## src/rtl/tc_pkg.sv

```systemverilog
`default_nettype none
// ============================================================================
//  Module   : tc_pkg
//  Purpose  : Shared definitions for the memory-mapped timer/counter:
//             FSM state encoding, register offsets, CTRL bit positions and
//             mode constants.
//  Ports    : none (package)
//  Revision : 1.0 - initial release
// ============================================================================
package tc_pkg;

    typedef enum logic [1:0] {
        ST_IDLE = 2'd0,
        ST_LOAD = 2'd1,
        ST_CNT  = 2'd2,
        ST_INT  = 2'd3
    } tc_state_e;

    // Register offsets, taken from Addr[1:0]
    localparam logic [1:0] OFF_CTRL   = 2'd0;
    localparam logic [1:0] OFF_PRESET = 2'd1;
    localparam logic [1:0] OFF_COUNT  = 2'd2;

    // CTRL bit positions
    localparam int CTRL_EN      = 0;
    localparam int CTRL_MODE_LO = 1;
    localparam int CTRL_MODE_HI = 2;
    localparam int CTRL_IM      = 3;

    // Mode field values; 2 and 3 are treated as one-shot
    localparam logic [1:0] MODE_ONESHOT = 2'd0;
    localparam logic [1:0] MODE_RELOAD  = 2'd1;

endpackage : tc_pkg
`default_nettype wire

```

## src/rtl/timer_counter.sv

```systemverilog
`default_nettype none
// ============================================================================
//  Module   : timer_counter
//  Purpose  : Programmable down-counter with one-shot / auto-reload modes and
//             a maskable interrupt, accessed through a small register map
//             (CTRL, PRESET, COUNT).
//  Ports    : clk    - system clock
//             reset  - synchronous active-high reset
//             Addr   - word address; only Addr[1:0] is decoded
//             WE     - write strobe (already address-qualified upstream)
//             Din    - write data
//             Dout   - read data, combinational on Addr
//             IRQ    - interrupt request (IM & irq_flag)
//  Revision : 1.0 - initial release
// ============================================================================
module timer_counter
    import tc_pkg::*;
#(
    parameter int CTRL_W = 4,
    parameter int CNT_W  = 32
) (
    input  logic        clk,
    input  logic        reset,
    input  logic [29:0] Addr,
    input  logic        WE,
    input  logic [31:0] Din,
    output logic [31:0] Dout,
    output logic        IRQ
);

    logic [CTRL_W-1:0] ctrl_q, ctrl_d;
    logic [CNT_W-1:0]  preset_q, preset_d;
    logic [CNT_W-1:0]  count_q;
    logic              irq_flag_q, irq_flag_d;
    tc_state_e         state_q;

    logic              w_en;
    logic              w_reload;
    logic              w_ctrl_wr;
    logic              w_preset_wr;
    logic              w_fsm_set_irq;
    logic              w_fsm_clr_irq;
    logic              w_fsm_clr_en;
    logic              w_unused;

    assign w_en        = ctrl_q[CTRL_EN];
    // Only mode 1 reloads; modes 0, 2 and 3 all behave as one-shot.
    assign w_reload    = (ctrl_q[CTRL_MODE_HI:CTRL_MODE_LO] == MODE_RELOAD);
    assign w_ctrl_wr   = WE && (Addr[1:0] == OFF_CTRL);
    assign w_preset_wr = WE && (Addr[1:0] == OFF_PRESET);

    // Side effects the FSM asks of the register file on this edge.
    // A count of 0 is treated like 1 so PRESET=0 still terminates.
    assign w_fsm_set_irq = (state_q == ST_CNT) && w_en && (count_q <= CNT_W'(1));
    assign w_fsm_clr_irq = (state_q == ST_INT) && w_reload;
    assign w_fsm_clr_en  = (state_q == ST_INT) && !w_reload;

    // Upper address bits are decoded upstream by the bridge.
    assign w_unused = ^Addr[29:2];

    // ------------------------------------------------------------------
    // Register file next-state: CPU writes take priority over FSM updates
    // ------------------------------------------------------------------
    always_comb begin
        ctrl_d     = ctrl_q;
        preset_d   = preset_q;
        irq_flag_d = irq_flag_q;

        if (w_fsm_clr_en) begin
            ctrl_d[CTRL_EN] = 1'b0;
        end
        if (w_fsm_set_irq) begin
            irq_flag_d = 1'b1;
        end
        if (w_fsm_clr_irq) begin
            irq_flag_d = 1'b0;
        end

        if (w_ctrl_wr) begin
            ctrl_d     = Din[CTRL_W-1:0];
            irq_flag_d = 1'b0;
        end
        if (w_preset_wr) begin
            preset_d = Din[CNT_W-1:0];
        end
    end

    always_ff @(posedge clk) begin
        if (reset) begin
            ctrl_q     <= '0;
            preset_q   <= '0;
            irq_flag_q <= 1'b0;
        end else begin
            ctrl_q     <= ctrl_d;
            preset_q   <= preset_d;
            irq_flag_q <= irq_flag_d;
        end
    end

    // ------------------------------------------------------------------
    // Counter FSM
    // ------------------------------------------------------------------
    always_ff @(posedge clk) begin
        if (reset) begin
            state_q <= ST_IDLE;
            count_q <= '0;
        end else begin
            case (state_q)
                ST_IDLE: begin
                    if (w_en) begin
                        state_q <= ST_LOAD;
                    end
                end
                ST_LOAD: begin
                    count_q <= preset_q;
                    state_q <= ST_CNT;
                end
                ST_CNT: begin
                    if (!w_en) begin
                        // Disabled mid-count: COUNT freezes where it is.
                        state_q <= ST_IDLE;
                    end else if (count_q > CNT_W'(1)) begin
                        count_q <= count_q - CNT_W'(1);
                    end else begin
                        count_q <= '0;
                        state_q <= ST_INT;
                    end
                end
                ST_INT: begin
                    // In reload mode Enable is still set, so IDLE goes
                    // straight back to LOAD on the following edge.
                    state_q <= ST_IDLE;
                end
                default: begin
                    state_q <= ST_IDLE;
                end
            endcase
        end
    end

    // ------------------------------------------------------------------
    // Read mux and interrupt output
    // ------------------------------------------------------------------
    always_comb begin
        Dout = 32'h0;
        case (Addr[1:0])
            OFF_CTRL:   Dout = 32'(ctrl_q);
            OFF_PRESET: Dout = 32'(preset_q);
            OFF_COUNT:  Dout = 32'(count_q);
            default:    Dout = 32'h0;
        endcase
    end

    assign IRQ = ctrl_q[CTRL_IM] & irq_flag_q;

endmodule : timer_counter
`default_nettype wire
```

## config.mk

```make
export PLATFORM = sky130hd
export DESIGN_NAME = timer_counter
export DESIGN_NICKNAME = d
export VERILOG_FILES = /design/src/rtl/tc_pkg.sv /design/src/rtl/timer_counter.sv
export SDC_FILE = /design/constraint.sdc
export NUM_CORES = 1
export LEC_CHECK = 0
export BUFFER_PORTS_ARGS = -buffer_cell sky130_fd_sc_hd__buf_2
export CAP_MARGIN = 10
export CORE_AREA = 2 2 122 124
export CTS_BUF_LIST = sky130_fd_sc_hd__clkbuf_4
export CTS_CLUSTER_DIAMETER = 50
export DETAILED_ROUTE_END_ITERATION = 6
export DIE_AREA = 0 0 124 126
export GPL_ROUTABILITY_DRIVEN = 0
export GPL_TIMING_DRIVEN = 0
export PLACE_DENSITY = 0.54
export REMOVE_ABC_BUFFERS = 1
export SETUP_SLACK_MARGIN = 0.4
export SLEW_MARGIN = 30
export SYNTH_ARGS = -nofsm -noshare
export SYNTH_HDL_FRONTEND = slang
export SYNTH_SLANG_ARGS = --single-unit
```

## constraint.sdc

```tcl
create_clock -name clk -period 3.8 [get_ports clk]
set_clock_uncertainty 0.1 [all_clocks]
set_input_delay 0.57 -clock clk [delete_from_list [all_inputs] [get_ports clk]]
set_output_delay 0.57 -clock clk [all_outputs]
set_load 0.1 [all_outputs]
```

Yosys cells after proc, flatten, opt, wreduce, memory -nomap -nowiden
Index checks and enable logic that the tools add are counted.
{"block": "totals", "word_cells": 43, "inputBits": 65, "output_inout_bits": 33, "register_bits": 71}
{"block": "op_classes", "bitwise": 1, "n_lt_le_gt_ge": 2, "eq_ne": 9, "muxes": 10, "n_addsub": 1, "reduce_logical": 14}
{"op": "$pmux W32 S3", "n": 1}
{"op": "$mux W32", "n": 2}
{"op": "$pmux W32 S2", "n": 1}
{"op": "$gt A32 B1 Y1 const B", "n": 1}
{"op": "$le A32 B1 Y1 const B", "n": 1}
{"op": "$sub A32 B1 Y32 const B", "n": 1}
{"op": "$pmux W2 S4", "n": 1}
{"op": "$eq A2 B1 Y1 const B", "n": 3}
{"op": "$eq A2 B2 Y1 const B", "n": 3}
{"op": "$logic_and A1 B1 Y1", "n": 6}
{"op": "$mux W2", "n": 3}
{"op": "$logic_not A2 Y1", "n": 2}
{"op": "$ne A2 B2 Y1 const B", "n": 2}
{"op": "$reduce_and A2 Y1", "n": 2}
{"op": "$reduce_bool A2 Y1", "n": 2}
{"op": "$ne A3 B3 Y1 const B", "n": 1}
{"op": "$reduce_or A3 Y1", "n": 1}
{"op": "$mux W1", "n": 2}
{"op": "$and A1 B1 Y1", "n": 1}
{"op": "$logic_not A1 Y1", "n": 1}

Depth between registers and ports, before layout
Gate-level depths: netlist of run 1.
{"block": "logic_depth", "word_depth": 5, "ltp_mapped": 8}

Worst setup path after synthesis of run 1
No wires, ideal clock.
{"block": "synth_path", "path_type": "input to output", "start": "input port Addr[1]", "end": "output port Dout[3]", "t_arrival_ns": 3.055, "stages": 3, "required_ns": 3.130, "setup_slack_ns": 0.075, "path_buffers": 1, "path_cell_list": "clkbuf_1 -> mux2i_1 -> o21ai_0"}
{"block": "synth_via", "elab_chain_len": 2}
{"item": "from (decl)", "line_no": "timer_counter.sv:24", "text": "input logic [29:0] Addr,"}
{"item": "$eq A2 B2 Y1, or another cell as far along", "line_no": "timer_counter.sv:146", "text": "case (Addr[1:0])"}
{"item": "$pmux W32 S3 (*)", "line_no": "timer_counter.sv:146"}
{"item": "to (decl)", "line_no": "timer_counter.sv:27", "text": "output logic [31:0] Dout,"}
Mark *: on every way between the ends. The rest lies on a longest branch, timed or not.

Worst setup path in the final report of run 1
{"block": "layout_path", "start": "input port Addr[0]", "end": "output port Dout[30]"}
The elaborated chain is that of the path after synthesis.

==> flow_summary.json, run 1 <==
{
  "clkSinkCount": 71,
  "dieArea_um2": 15600,
  "grt_pass1_wl_um": 21300,
  "synth_compound_area_share_pct": 29.8,
  "drive_gt1_share_pct": 17.9,
  "clk_latency_ns": 0.44,
  "arrival_ns": 2.05,
  "peakVddDrop_mv": 0.158,
  "finalSetupViolCount": 0,
  "ys_seq_area_share_pct": 34.0,
  "final_cell_mix": "100 x nand2_1, 71 x dfxtp_1, 68 x buf_2",
  "final.setup.tns_ns": 0,
  "cts_made_buffers": 9,
  "cts.root.buffer_cell": "clkbuf_4",
  "fp.coreArea_um2": 14300,
  "cp-end-kind": "output port",
  "start_util_pct": 29.2,
  "ant_nets": 0,
  "power.leakage_uw": 0.00187,
  "final_util_pct": 33.4,
  "synthArstFlopShare_pct": 0,
  "finalCriticalPeriod_ns": 2.72,
  "hold_violations": 0,
  "ctsHoldBuffers": 0,
  "postCtsSetupBuffers": 0,
  "wl_per_cell_um": 16.3,
  "fin_crit_sh_pct": 71.6,
  "maxCapViolations": 0,
  "synth_area_um2": 4190,
  "synth_edf_count": 0,
  "place_area_um2": 4670,
  "max_clock_freq_ghz": 0.367,
  "h-tree-depth": 3,
  "vias": 4322,
  "synthCells": 569,
  "worst_pin_slew_ns": 0.890,
  "power.density_nw_per_um2": 321,
  "yosys.area_share.xor_xnor_pct": 0.628,
  "finalMaxSlewViolations": 0,
  "num_io_pins": 98,
  "dr.first_iter.drc_count": 183,
  "yosysUniqueCellTypes": 55,
  "diodes": 0,
  "die_h_um": 126,
  "yosysWarningCount": 0,
  "grt_pass1_vias": 4334,
  "die_w_um": 124,
  "groute.usage.overall_pct": 17.2,
  "crit_path_start_kind": "input pin",
  "cts.clk_slew.worst_paths_ns": 0.11,
  "synthSimpleGateAreaFrac_pct": 28.3,
  "yosys-mux-area-fraction_pct": 1.67,
  "synthAdderAreaFrac_pct": 0.598,
  "vias_per_cell": 5.44,
  "drtPass1Iterations": 6,
  "cts_tree": "yes",
  "port_buffers": 69,
  "row_count": 44,
  "layout.nets": 673,
  "crit_required_ns": 3.13,
  "status": "completed",
  "drcViolationCount": 0,
  "mostFrequentLayoutCell": "nand2_1",
  "total_power_uw": 1540,
  "synth.avg_cell_area_um2": 7.36,
  "clock_path_buffers": 2,
  "stdcell_area_um2": 4780,
  "cts_resized": 0,
  "path_class": "in2out",
  "ys.flop_type": "dfxtp_1",
  "area_delta_synth_final_pct": 14.2,
  "slew_headroom_pct": 40.5,
  "crit_fanout": 18,
  "antenna_found_initial": 0,
  "gr-total-overflow": 0,
  "grt_max_degree": 72,
  "dp_hpwl_um": 9000,
  "holdCritPathClass": "in2reg",
  "routed_wl_um": 13000,
  "rsz0062_at_grt": "no",
  "synth_top_family_by_area": "compound AO/OA/AOI/OAI gates",
  "ys_ff_latch": 71
}
## state kept, by name (all words and copies together) (netlist names)
signal	cells
count_q	32
preset_q	32
ctrl_q	4
state_q	2
irq_flag_q	1
## per-stage QoR
stage	std cells	hold WS [ns]	worst slack [ns]
floorplan	522	0.332	0.269
global placement	775	0.347	-1.02
detailed placement	779	0.351	1.06
CTS	794	0.231	1.04
global route	794	0.242	0.891
finish	794	0.251	1.08
## worst paths after layout
kind                             startpoint      endpoint  slack, ns  cells after the start
worst min register to register  preset_q[8]   preset_q[8]       0.37                      2
worst max register to register   count_q[0]   count_q[26]       1.10                      7
worst max-delay path                Addr[0]      Dout[30]       1.08                      5
worst min-delay path                Din[12]  preset_q[12]       0.25                      3
## area by class of cell
class                   count  area, µm²
clock buffers              12       90.1
clock inverters             3       11.3
fillers                  1597       9530
inverters                   6       22.5
multi-input cells         445       2590
flip-flops and latches     71       1420
well taps                 184        230
repair buffers             73        417
## layer usage
| layer | track usage (%) | share of wire [%] | vias up |
|---|---|---|---|
| li1 | - | - | 2147 |
| met2 | 29.0 | 49 | 110 |
| met4 | 5.16 | 1.5 | 0 |
| met5 | 0 | 0 | - |
| met1 | 22.0 | 45 | 2051 |
| met3 | 3.44 | 4.9 | 14 |
## synth_stat cells, types with 2 or more instances
cell | number | area share [%]
or2_2 | 4 | 0.60
inv_1 | 6 | 0.54
o31ai_1 | 4 | 0.72
nand3b_1 | 2 | 0.36
nor4_4 | 2 | 1.0
or3_1 | 6 | 0.90
nor2b_1 | 5 | 0.75
a221oi_1 | 8 | 1.7
o41ai_1 | 2 | 0.42
and4_1 | 2 | 0.42
ha_1 | 2 | 0.60
nor4_2 | 3 | 0.90
a211oi_1 | 20 | 3.6
nor2_1 | 58 | 5.2
nand2b_1 | 4 | 0.60
a311oi_1 | 3 | 0.63
nor3b_1 | 2 | 0.36
a31oi_1 | 3 | 0.45
clkbuf_1 | 40 | 3.6
o21bai_1 | 3 | 0.54
and2_1 | 3 | 0.45
a21oi_1 | 56 | 6.7
o41a_1 | 2 | 0.54
o21ai_0 | 43 | 5.1
nand3_1 | 10 | 1.2
dfxtp_1 | 71 | 34
or4_4 | 2 | 0.54
xnor2_1 | 3 | 0.63
a22o_1 | 28 | 5.9
o21a_1 | 6 | 1.1
nor3_1 | 12 | 1.4
o31a_1 | 4 | 0.84
nor4_1 | 16 | 2.4
nand2_1 | 101 | 9.1
buf_1 | 3 | 0.27
buf_2 | 2 | 0.24
nand4_1 | 4 | 0.60
mux2i_1 | 7 | 1.7
## where the power goes
part	switching (µW)	leakage (µW)	internal [µW]
combinational	229	0.00124	106
clock	266	0.0000599	147
sequential	24.6	0.000575	763
## critical path, stage by stage
cell     delay (ns)
buf_2          0.16
nor2b_4        0.50
buf_16         0.21
a22o_1         0.17
buf_2          0.43
## cells by family after synthesis
kind of cell | count (synthesis)
fa+ha+maj | 2
simple gates | 243
xor+xnor | 3
mux | 7
compound gates | 190
flops | 71
buf+inv | 53
(Power assumes the default switching activity.)
==> run 2, diff against run 1 <==
clock period = 2.7 ns   (was 3.8 ns; I/O delays follow)
==> run 2 against run 1 <==
Compared with the run above:
- cell area is 6.5% higher
- via count increased by 3.0%
- worst hold slack got worse by 0.17 ns
==> flow_summary.json, run 2 (synthesis gave the netlist of run 1 again) <==
{
  "start_util_pct": 29.2,
  "cts.clk_slew.worst_paths_ns": 0.12,
  "worst_pin_slew_ns": 0.886,
  "ctsHoldBuffers": 0,
  "reg2reg_to": "count_q[31]",
  "cp-end-kind": "register",
  "h-tree-depth": 3,
  "wl_per_cell_um": 16.5,
  "multiInputGateArea_um2": 2710,
  "total_power_uw": 2220,
  "rsz0062_at_grt": "yes",
  "diodes": 0,
  "layout.nets": 690,
  "vias": 4451,
  "timing.rr.start": "count_q[24]",
  "finalCriticalPeriod_ns": 2.25,
  "grt_max_degree": 72,
  "final.setup.tns_ns": 0,
  "layout_setup_ws_ns": 0.446,
  "cts_made_buffers": 9,
  "cts.root.buffer_cell": "clkbuf_4",
  "num_io_pins": 98,
  "reg2reg_depth": 5,
  "hold_violations": 0,
  "max_stage_delay_ns": 0.56,
  "status": "completed",
  "port_buffers": 69,
  "power.leakage_uw": 0.00201,
  "holdPathEnd": "preset_q[12]",
  "final_cell_mix": "99 x nand2_1, 66 x buf_2, 62 x dfxtp_1",
  "cts_tree": "yes",
  "peakVddDrop_mv": 0.218,
  "max_clock_freq_ghz": 0.444,
  "dieArea_um2": 15600,
  "row_count": 44,
  "area_delta_synth_final_pct": 21.6,
  "worstPathCellList": "or4_4, or3_4, o41a_1, o21ai_1, a211oi_1",
  "die_w_um": 124,
  "maxCapViolations": 0,
  "gr-total-overflow": 0,
  "vias_per_cell": 5.49,
  "seqCellArea_um2": 1440,
  "slew_headroom_pct": 40.8,
  "top_regs": "count_q: 32 flops, preset_q: 32 flops, ctrl_q: 4 flops",
  "routed_wl_um": 13400,
  "dp_hpwl_um": 9000,
  "crit_path_start_kind": "register",
  "preCtsSetupSlack_ns": -0.0262,
  "grt_pass1_vias": 4413,
  "holdCritPathClass": "in2reg",
  "clk_latency_ns": 0.44,
  "finalSetupViolCount": 0,
  "clkSinkCount": 71,
  "fillCellCount": 1573,
  "holdPathStages": 3,
  "ant_nets": 0,
  "clock_path_buffers": 2,
  "grt_pass1_wl_um": 21700,
  "groute.usage.overall_pct": 17.5,
  "dr.first_iter.drc_count": 186,
  "crit_fanout": 4,
  "path_class": "reg2reg",
  "drtPass1Iterations": 5,
  "power.density_nw_per_um2": 437,
  "arrival_ns": 2.45,
  "drive_gt1_share_pct": 23.4,
  "antenna_found_initial": 0,
  "mostFrequentLayoutCell": "nand2_1",
  "r2r_slack_ns": 0.45,
  "fp.coreArea_um2": 14300,
  "crit_path_top_delay_cell": "or4_4",
  "min_from": "Din[12]",
  "die_h_um": 126,
  "timing.hold.ws_ns": 0.0840,
  "crit_required_ns": 2.90,
  "final_util_pct": 35.6,
  "drcViolationCount": 0,
  "finalMaxSlewViolations": 0,
  "fin_crit_sh_pct": 83.5
}
[run 2: how the worst max path moves through the flow]
| stage | startpoint | to | slack [ns] |
|---|---|---|---|
| floorplan | Addr[0] | Dout[0] | -0.50 |
| global placement | Addr[1] | preset_q[4] | -1.96 |
| detailed placement | state_q[0] | count_q[7] | -0.03 |
| CTS | count_q[6] | count_q[26] | 0.39 |
| global route | count_q[24] | count_q[29] | 0.32 |
| finish | count_q[24] | count_q[31] | 0.45 |
[run 2: layout make-up]
cell class	instances	area share (%)
sequential	71	28.3
clock buffer	12	1.77
timing repair buffer	90	11.5
tap	184	4.52
multi-input combinational	445	53.2
inverter	6	0.442
clock inverter	3	0.221
[run 2: worst max-delay path, delay by kind of cell, from the launching register on]
kind | cells | cell delay (ns)
compound gates | 3 | 0.67
flops | 1 | 0.37
simple gates | 2 | 0.98
[run 2: layer usage]
metal  share of wire, %  global-route usage [%]  wire (µm)
met4                1.4                    5.62        184
met2                 49                    29.7       6520
met3                4.9                    3.53        655
met1                 45                    22.1       6010
met5                  0                       0          0
[run 2: metrics by stage]
step,area [µm²],cells
floorplan,4000,522
CTS,4940,802
global route,5090,811
detailed placement,4670,779
global placement,4570,775
finish,5090,811
[run 2: repair_timing]
item                                    4_1_cts  5_1_grt
setup buffers                                 8        9
endpoints found under the setup margin       63       30
pin swaps                                     4        6
resized for setup                            19       19
gates cloned                                  0        0
[run 2: where the power goes]
group          internal [µW]  switching (µW)
logic                    195             341
registers               1070            36.7
clock network            207             371
total                   1470             749
==> run 3, diff against run 2 <==
ABC_AREA = 1   (was default)
CORE_AREA = 2 2 120 122   (was 2 2 122 124)
DIE_AREA = 0 0 122 124   (was 0 0 124 126)
PLACE_DENSITY = 0.56   (was 0.54)
clock period = 2 ns   (was 2.7 ns; I/O delays follow)
==> run 3 against run 2 <==
Compared with the run above:
- clock power is 35% higher
- via count is 6.0% higher
- global-route usage is 2.0 points higher
- utilization is 13 points higher
- power is 74% higher
- critical endpoint is now Dout[13]
- highest routed layer unchanged
==> flow_summary.json, run 3 <==
{
  "synthCells": 612,
  "layout_setup_ws_ns": 0.273,
  "cts.clk_slew.worst_paths_ns": 0.11,
  "p_int_uw": 2340,
  "cts_made_buffers": 9,
  "power.leakage_uw": 0.00256,
  "synth.most_common_cell": "o21ai_0",
  "total_power_uw": 3870,
  "dieArea_um2": 15100,
  "timing.hold.ws_ns": 0.0194,
  "power.density_nw_per_um2": 585,
  "mostFrequentLayoutCell": "o21ai_0",
  "seqCellArea_um2": 1520,
  "worst_pin_slew_ns": 0.623,
  "crit_required_ns": 1.60,
  "holdPathStages": 3,
  "clock_path_buffers": 2,
  "reg2reg_depth": 9,
  "status": "completed",
  "dr.first_iter.drc_count": 183,
  "diodes": 0,
  "finalMaxSlewViolations": 0,
  "p_sw_uw": 1530,
  "die_w_um": 122,
  "holdCritPathClass": "in2reg",
  "r2r_slack_ns": 0.33,
  "ant_nets": 0,
  "maxCapViolations": 0,
  "h-tree-depth": 3,
  "holdPathEnd": "preset_q[7]",
  "grt_max_degree": 64,
  "drcViolationCount": 0,
  "synth_top_area_share_pct": 34.8,
  "crit_fanout": 15,
  "synthArstFlopShare_pct": 0,
  "synth_edf_count": 0,
  "path_class": "in2out",
  "synthTopCellsByCount": "103 x o21ai_0, 82 x nand2_1, 72 x inv_1, 71 x dfxtp_1, 62 x nor2_1",
  "vias": 4720,
  "wl_per_cell_um": 15.7,
  "ys_ff_latch": 71,
  "worstPathCellList": "buf_8, clkinvlp_4, nor2_4, buf_12, inv_16, o22ai_4, buf_12",
  "cts.root.buffer_cell": "clkbuf_4",
  "grt_pass1_vias": 4652,
  "slew_headroom_pct": 58.5,
  "seq_power_share_pct": 39.3,
  "port_buffers": 69,
  "min_from": "Din[7]",
  "clkSinkCount": 71,
  "cp-end-kind": "output port",
  "peakVddDrop_mv": 0.318,
  "yosysTopAreaCell": "dfxtp_1",
  "grt_pass1_wl_um": 23000,
  "ys.flop_type": "dfxtp_1",
  "drive_gt1_share_pct": 46.1,
  "synth_area_um2": 4080,
  "fin_crit_sh_pct": 86.4,
  "layout.nets": 800,
  "vias_per_cell": 5.15,
  "arrival_ns": 1.33,
  "rsz0062_at_grt": "yes",
  "start_util_pct": 29.7,
  "ys_seq_area_share_pct": 34.8,
  "swShare_pct": 39.6,
  "gr-total-overflow": 0,
  "max_stage_delay_ns": 0.21,
  "drtPass1Iterations": 7,
  "pwr-share-comb_pct": 40.5,
  "die_h_um": 124,
  "finalSetupViolCount": 0,
  "preCtsSetupSlack_ns": -0.762,
  "antenna_found_initial": 0,
  "multiInputGateArea_um2": 2970,
  "finalCriticalPeriod_ns": 1.73,
  "row_count": 43,
  "routed_wl_um": 14400,
  "crit_path_start_kind": "input pin",
  "hold_violations": 0,
  "area_delta_synth_final_pct": 61.9,
  "final_util_pct": 48.2,
  "final_cells": 917,
  "reg2reg_to": "count_q[26]",
  "clk_latency_ns": 0.45,
  "crit_path_top_delay_cell": "buf_12",
  "crit_top_cell": "buf_12",
  "groute.usage.overall_pct": 19.6,
  "final_cell_mix": "94 x o21ai_0, 68 x nand2_1, 55 x a21oi_1",
  "synth.avg_cell_area_um2": 6.67,
  "max_clock_freq_ghz": 0.579,
  "synth_area_leaders": "dfxtp_1 35%, o21ai_0 13%, nand2_1 7.5%",
  "dp_hpwl_um": 8460,
  "timing.rr.start": "count_q[0]",
  "num_io_pins": 98,
  "yosysUniqueCellTypes": 29,
  "cts_tree": "yes",
  "fp.coreArea_um2": 13700,
  "top_regs": "count_q: 32 flops, preset_q: 32 flops, ctrl_q: 4 flops",
  "placed_cells": 831,
  "yosysWarningCount": 0,
  "fillCellCount": 1354,
  "pwr-share-clk_pct": 20.2
}
[run 3: cell type report]
class	instances	share of cell area [%]
Multi-Input combinational cell	437	44.9
Timing Repair Buffer	137	21.8
Clock buffer	12	1.36
Clock inverter	3	0.170
Sequential cell	71	23.0
Inverter	75	4.75
Timing Repair inverter	2	0.606
Tap cell	180	3.41
[run 3: worst max path at each step]
stage	startpoint	endpoint	slack, ns	cells past startpoint
after floorplan	Addr[0]	Dout[24]	-1.47	4
after global placement	Addr[0]	preset_q[20]	-0.98	6
after detailed placement	state_q[1]	count_q[31]	-0.76	6
after CTS	count_q[2]	Dout[2]	0.25	3
after global routing	count_q[1]	Dout[1]	0.21	3
final	Addr[0]	Dout[13]	0.27	7
[run 3: metal layers]
metal	track usage [%]	wire, µm
met5	0	0
met2	32.6	6900
met4	9.20	433
met3	3.71	753
met1	24.4	6320
[run 3: cell families (layout without fill, tap and decap cells)]
kind of cell / Yosys count / in the layout / share of synthesized area, %
AOI/OAI and AO/OA: 211 / 211 / 28.3
buffers and inverters: 106 / 229 / 10.1
xor gates and xnor gates: 14 / 14 / 3.00
adders and majority gates: 2 / 2 / 0.613
and+or+nand+nor: 208 / 210 / 23.1
DFF: 71 / 71 / 34.8
[run 3: critical path: cells and delay by family]
kind | cells | cell delay (ns)
buffers and inverters | 5 | 0.68
AO/OA/AOI/OAI | 1 | 0.16
AND/OR/NAND/NOR | 1 | 0.16
[run 3: power groups by stage]
stage / registers, µW / clock network (µW) / logic [µW]
after floorplan: 1550 / 0 / 804
after detailed placement: 1570 / 0 / 1050
final: 1520 / 780 / 1570
after CTS: 1520 / 802 / 1420
after global placement: 1560 / 0 / 1040
after global routing: 1530 / 875 / 1690
[run 3: through the flow]
stage	TNS, ns	instance area (µm²)
after floorplan	-29.95	3950
after global placement	-73.30	4520
after detailed placement	-35.23	4550
after CTS	0	6310
after global routing	0	6610
final	0	6610
[run 3: timing repair]
item                                   4_1_cts  5_1_grt
setup endpoints to repair                   68       67
resized for setup                          315       73
setup buffers                               48        7
pin swaps                                   30       23
hold buffers                                12        0
endpoints found under the hold margin       12        0
gates cloned                                 4        0
